==> config.mk <==
export PLATFORM = sky130hd
export DESIGN_NAME = comparator_serial
export DESIGN_NICKNAME = d
export VERILOG_FILES = /design/src/rtl/cmp_pkg.sv /design/src/rtl/comparator_4b.sv /design/src/rtl/comparator_serial.sv
export SDC_FILE = /design/constraint.sdc
export NUM_CORES = 1
export LEC_CHECK = 0
export BUFFER_PORTS_ARGS = -buffer_cell sky130_fd_sc_hd__buf_2
export CORE_MARGIN = 4
export CORE_UTILIZATION = 43
export DETAILED_ROUTE_END_ITERATION = 10
export GPL_TIMING_DRIVEN = 0
export PLACE_DENSITY = 0.7
export REMOVE_ABC_BUFFERS = 1
export SETUP_SLACK_MARGIN = 0.2
export SLEW_MARGIN = 5
export SYNTH_ARGS = -nofsm -noshare
export SYNTH_HDL_FRONTEND = slang
export SYNTH_SLANG_ARGS = --single-unit
==> constraint.sdc <==
create_clock -name clk -period 1.2 [get_ports clk]
set_input_delay 0.18 -clock clk [delete_from_list [all_inputs] [get_ports clk]]
set_output_delay 0.18 -clock clk [all_outputs]
set_load 0.005 [all_outputs]
==> src/rtl/cmp_pkg.sv <==
// Shared types and constants for the nibble-serial magnitude comparator.
package cmp_pkg;

  localparam int NIBBLE_W = 4;

  // Cascade seed: "no greater-than yet, still equal so far".
  localparam logic FLAG_L_RST = 1'b0;
  localparam logic FLAG_G_RST = 1'b1;

  typedef enum logic [1:0] {
    IDLE  = 2'd0,
    ACCUM = 2'd1,
    HOLD  = 2'd2
  } state_t;

endpackage

==> src/rtl/comparator_4b.sv <==
// 4-bit cascadable magnitude comparator stage (l: A>B, g: A==B, m: A<B).
module comparator_4b
  import cmp_pkg::*;
(
  input  logic [NIBBLE_W-1:0] a,
  input  logic [NIBBLE_W-1:0] b,
  input  logic                in_l,
  input  logic                in_g,
  input  logic                in_m,
  output logic                l,
  output logic                g,
  output logic                m
);

  // A decision made by a more significant stage wins; this nibble only matters while equal.
  always_comb begin
    l = in_l | (in_g & (a > b));
    g = in_g & (a == b);
    m = in_m | (in_g & (a < b));
  end

endmodule

==> src/rtl/comparator_serial.sv <==
// Nibble-serial magnitude comparator, MSB nibble first, valid/ready in and out.
// Build option: COMPARATOR_SERIAL_SIGNED_EN treats operands as two's complement.
module comparator_serial
  import cmp_pkg::*;
#(
  parameter  int NIBBLES = 4,
  localparam int CNT_W   = $clog2(NIBBLES + 1)
) (
  input  logic                clk,
  input  logic                rst,
  input  logic                in_valid,
  output logic                in_ready,
  input  logic [NIBBLE_W-1:0] in_a,
  input  logic [NIBBLE_W-1:0] in_b,
  output logic                res_valid,
  input  logic                res_ready,
  output logic                res_l,
  output logic                res_g,
  output logic                res_m,
  output logic                busy
);

  if (NIBBLES < 2 || NIBBLES > 16) begin : g_bad_nibbles
    $error("comparator_serial: NIBBLES must be in 2..16");
  end

  state_t               state;
  state_t               next_state;
  logic [CNT_W-1:0]     cnt;
  logic                 acc_l;
  logic                 acc_g;
  logic                 accept;
  logic                 last_beat;
  logic                 first_beat;
  logic [NIBBLE_W-1:0]  stage_a;
  logic [NIBBLE_W-1:0]  stage_b;
  logic                 stage_in_l;
  logic                 stage_in_g;
  logic                 stage_in_m;
  logic                 stage_l;
  logic                 stage_g;
  logic                 stage_m;

  assign first_beat = (state == IDLE);
  assign accept     = in_valid & in_ready;
  assign last_beat  = (state == ACCUM) && (cnt == CNT_W'(NIBBLES - 1));
  assign res_valid  = (state == HOLD);

  // The MSB nibble starts from the fixed cascade seed rather than stale accumulators.
  always_comb begin
    stage_a    = in_a;
    stage_b    = in_b;
    stage_in_l = first_beat ? FLAG_L_RST : acc_l;
    stage_in_g = first_beat ? FLAG_G_RST : acc_g;
    stage_in_m = ~(stage_in_l | stage_in_g);
`ifdef COMPARATOR_SERIAL_SIGNED_EN
    // Flipping the sign bit maps two's complement order onto unsigned order.
    if (first_beat) begin
      stage_a[NIBBLE_W-1] = ~in_a[NIBBLE_W-1];
      stage_b[NIBBLE_W-1] = ~in_b[NIBBLE_W-1];
    end
`endif
  end

  comparator_4b u_stage (
    .a    (stage_a),
    .b    (stage_b),
    .in_l (stage_in_l),
    .in_g (stage_in_g),
    .in_m (stage_in_m),
    .l    (stage_l),
    .g    (stage_g),
    .m    (stage_m)
  );

  always_comb begin
    next_state = state;
    in_ready   = 1'b0;
    busy       = (state != IDLE);
    case (state)
      IDLE: begin
        in_ready = 1'b1;
        if (accept) next_state = ACCUM;
      end
      ACCUM: begin
        in_ready = 1'b1;
        if (accept && last_beat) next_state = HOLD;
      end
      HOLD: begin
        if (res_ready) next_state = IDLE;
      end
      default: next_state = IDLE;
    endcase
  end

  always_ff @(posedge clk) begin
    if (rst) state <= IDLE;
    else     state <= next_state;
  end

  // Result flags are captured on the final beat so they stay stable through HOLD.
  always_ff @(posedge clk) begin
    if (rst) begin
      cnt   <= '0;
      acc_l <= FLAG_L_RST;
      acc_g <= FLAG_G_RST;
      res_l <= 1'b0;
      res_g <= 1'b0;
      res_m <= 1'b0;
    end else begin
      if (accept) begin
        acc_l <= stage_l;
        acc_g <= stage_g;
        cnt   <= first_beat ? CNT_W'(1) : cnt + CNT_W'(1);
      end
      if (accept && last_beat) begin
        res_l <= stage_l;
        res_g <= stage_g;
        res_m <= stage_m;
      end
      if (state == HOLD && res_ready) begin
        cnt   <= '0;
        acc_l <= FLAG_L_RST;
        acc_g <= FLAG_G_RST;
      end
    end
  end

endmodule

### Word-level counts from Yosys, hierarchy flattened

Cells that the tools add are included.

* equality and inequality tests: 7
* shifts and indexed selects: 0
* bitwise logic cells: 8
* $lt $le $gt $ge: 2
* divide/modulo/power cells: 0
* multiplexer cells: 8
* reduce and logical (&&, ||, !) cells: 8
* add/sub/neg operators: 1
* $mul: 0

Operator list (count)
* $mux 2: 3
* $pmux 2 s3: 1
* $and 1x1->1: 4
* $eq 4x4->1: 1
* $gt 4x4->1: 1
* $lt 4x4->1: 1
* $ne 2x1->1 const B: 2
* $reduce_or 2->1: 2
* $add 3x1->3 const B: 1
* $eq 3x2->1 const B: 1
* $logic_and 1x1->1: 3
* $mux 1: 3
* $mux 3: 1
* $or 1x1->1: 3
* $reduce_and 3->1: 1
* $eq 2x1->1 const B: 1
* $eq 2x2->1 const B: 1
* $logic_not 2->1: 1
* $ne 2x2->1 const B: 1
* $reduce_bool 2->1: 1
* $not 1->1: 1

* ROM bits: 0
* bits in registers: 10
* RAM bits: 0
* logic and storage cells: 41
* memories kept: 0
* latch bits: 0
* bits of input ports: 12

### Depth between registers and ports, before layout

* depth in word-level cells: 7
* depth in mapped cells: 6

### By module

From an unflattened synthesis, not the netlist that was laid out.

* cells, all modules: 68
* area total of the unflattened synthesis: 570.5 um^2

Modules (own cells, without submodules)
* comparator_serial: cells an instance 50, instances 1, seq. area each 200.2 um^2, area each 444.2 um^2
* comparator_4b: cells an instance 18, instances 1, seq. area each 0.0 um^2, area each 126.4 um^2

### Least setup slack after synthesis

No wires, ideal clock.

* kind: register to register
* start point: register cnt[0]
* end point: register res_g
* data arrival time: 1.187 ns
* setup time: 0.066 ns
* path buffers: 0
* cell stages (with the launch flop): 6
* setup slack: -0.053 ns
* clock period less this slack: 1.253 ns
* cells stage by stage: dfxtp_1 ha_1 ha_1 nand3_4 or3_1 a21oi_2

* cells in the longest elaborated chain, start to end: 3

Ends and longest elaborated chain
* start, declared: line comparator_serial.sv:29 `logic [CNT_W-1:0] cnt;`
* start signal, assigned: line comparator_serial.sv:114 `cnt <= first_beat ? CNT_W'(1) : cnt + CNT_W'(1);`
* $eq 3x2->1: line comparator_serial.sv:46 `assign last_beat = (state == ACCUM) && (cnt == CNT_W'(NIBBLES - 1));`
* $logic_and 1x1->1: line comparator_serial.sv:46
* $logic_and 1x1->1: line comparator_serial.sv:116 `if (accept && last_beat) begin`
* end signal, assigned: line comparator_serial.sv:118 `res_g <= stage_g;`
* end, declared: line comparator_serial.sv:18 `output logic res_g,`

Every way passes these cells.
A chain may end at the register's enable or synchronous reset.

### Final worst setup path

Ends and elaborated chain as after synthesis.

==> out/results.ini <==
[cts]
clk_latency_ps=260
postCtsHoldBufs=0
path_clk_slew_ps=60
cts_root_buf=clkbuf_4
clock-sinks=10
cts.path.max_buffers=2
h-tree-depth=1
cts_tree=built
cts-buffers-inserted=3

[floorplanning]
die_w_um=44.6
start_util_pct=48.5
chipHeight_um=44.6
core_sq_um=1190
dieArea_sq_um=1990
pin_count=18
rows=12

[cells_and_area]
area_growth_pct=52.8
nNetsFinal=111
fillers=79
drive_gt1_share_pct=54.9
final_cell_count_no_fill=105
seqCellArea_sq_um=213
final_area_sq_um=880
multi_input_area_sq_um=440
num_antenna_cells=0

[routing]
num_vias=570
postRouteAntennaNets=0
route.detailed.drc=0
wl_per_cell_um=14.1
via_per_inst=5.43
drt-initial-drc-count=6
drtPass1Iterations=4
totalWireLength_mm=1.48

[sta]
clock_skew_ps=0.314
period_share_pct=101
rsz0062_at_grt=yes
finalHoldViolCount=0
fmax_ghz=0.824
layout_setup_ws_ps=-13.8
max_slew.worst_pin.slew_ps=324
setup_violations=1
min_period_ps=1210
setup_tns_ps=-13.8
slew_headroom_pct=78.3
maxSlewViolCount=0

[synthesis]
synth-main-ff-cell=dfxtp_1
yosys.area_share.adder_pct=13.0
post-synth-top-count-cell=dfxtp_1
yosysWarnings=0
synth_area_sq_um=576
synth_cells=67
synth_edf_count=0
synth.area.mux_share_pct=0
synthXorXnorAreaFrac_pct=0
synth_area_leaders=dfxtp_1, ha_1, inv_1, a21oi_1, nor2_1
yosysUniqueCellTypes=27
synth_top_area_share_pct=34.8
synthArstFlopShare_pct=0
synthTopCellsByCount=dfxtp_1, inv_1, ha_1, nor2_1, a21oi_1
synth_seq_cells=10
synth_compound_area_share_pct=20.9
avgSynthCellArea_sq_um=8.59
post-synth-top-area-cell=dfxtp_1
synth-simple-area-share_pct=23.9
synth_top_family_by_area=simple AND/OR/NAND/NOR gates
synth_seq_area_share_pct=34.8

[critical_path]
crit_arrival_ps=1410
critPathLaunchType=register
cp.required_ps=1400
endpoint_kind=register
path_max_fanout=4
crit_type=register to register

[grt]
grt_remaining_overflow=0
antenna_found_initial=0
grt_max_degree=9
grt_pass1_vias=578
grt_pass1_wl_mm=2.33
gr-usage-all-layers_pct=15.8

[pwr]
power_density_nw_per_um2=828
leakage_nw=0.379
ir_drop_mv=0.479

[min_path]
hold_class=primary input to register

[place]
port_buffers=17
dpl_worst_slack_ps=-277
gp_congestion=0.676
place_area_sq_um=666
dp_hpwl_um=886
place_inst=96

[status]
violations=negative setup slack
outcome=complete, but fails checks

[run]
max-cap-violations=0

## logic make-up after synthesis
group,count (synthesis)
AOI/OAI and AO/OA,17
adders and majority gates,6
DFF,10
and+or+nand+nor,24
buffers and inverters,10
## report_power, final
| group | internal [W] | switching, W |
|---|---|---|
| logic | 0.0000761 | 0.0000765 |
| clock network | 0.000116 | 0.000106 |
| registers | 0.000342 | 0.0000119 |
## worst max-delay path: stages (launching register included)
cell and delay (ps):
dfxtp_4 360, ha_4 140, ha_4 150, nand3_4 70, or3_4 330, a21oi_2 110
## per-stage QoR
stage | hold WS (ps) | total power [W] | util, %
4_1_cts | 133 | 0.000713 | 69.2
2_1_floorplan | 242 | 0.000425 | -
5_1_grt | 145 | 0.000773 | 74.2
6_report | 157 | 0.000728 | 74.2
3_3_place_gp | 408 | 0.000462 | 56.1
3_5_place_dp | 413 | 0.000465 | 56.1
## registers in the layout, indices dropped and copies added (netlist names)
| name | cells |
|---|---|
| res_m | 1 |
| res_l | 1 |
| cnt | 3 |
| acc_l | 1 |
| acc_g | 1 |
| res_g | 1 |
| state | 2 |
## final cells by class
type | count | share of cell area [%]
multi-input combinational | 47 | 50.1
sequential | 10 | 24.2
timing repair buffer | 23 | 17.5
inverter | 8 | 3.70
clock buffer | 3 | 2.56
tap | 14 | 1.99
## cells in the final DEF (no fill, tap or decap), drive strengths merged
master	n
dfxtp	10
nand3	3
a31oi	1
clkbuf	3
nand3b	2
o21ai	3
o211ai	1
a311oi	1
and3	1
nand4	1
a21o	1
nand2	4
buf	23
or3	3
nor2b	2
a2111oi	1
inv	8
a21oi	6
a211o	1
o2bb2ai	2
and4	1
nor3	1
ha	6
nor2	6
## path summary, 6_finish.rpt
check | start | to | slack [ps] | depth (start not counted)
worst min register to register | cnt[2] | cnt[2] | 460 | 2
worst max-delay path | cnt[0] | res_g | -10 | 5
worst min-delay path | in_valid | state[0] | 160 | 2
worst max register to register | cnt[0] | res_g | -10 | 5
## layer usage
layer	part of all wire [%]	global-route usage (%)	vias to the layer above
met1	41	17.1	269
met2	55	29.5	10
met5	0	0	-
met3	4.5	6.10	0
met4	0	1.81	0
li1	-	-	291
## timing repair
item / CTS / global route
buffers inserted: 5 / 1
pin swaps: 16 / 9
hold endpoints to repair: 0 / 0
cloned: 0 / 0
resized for setup: 23 / 12
endpoints found under the setup margin: 13 / 13
Power figures use the tool's default switching activity.
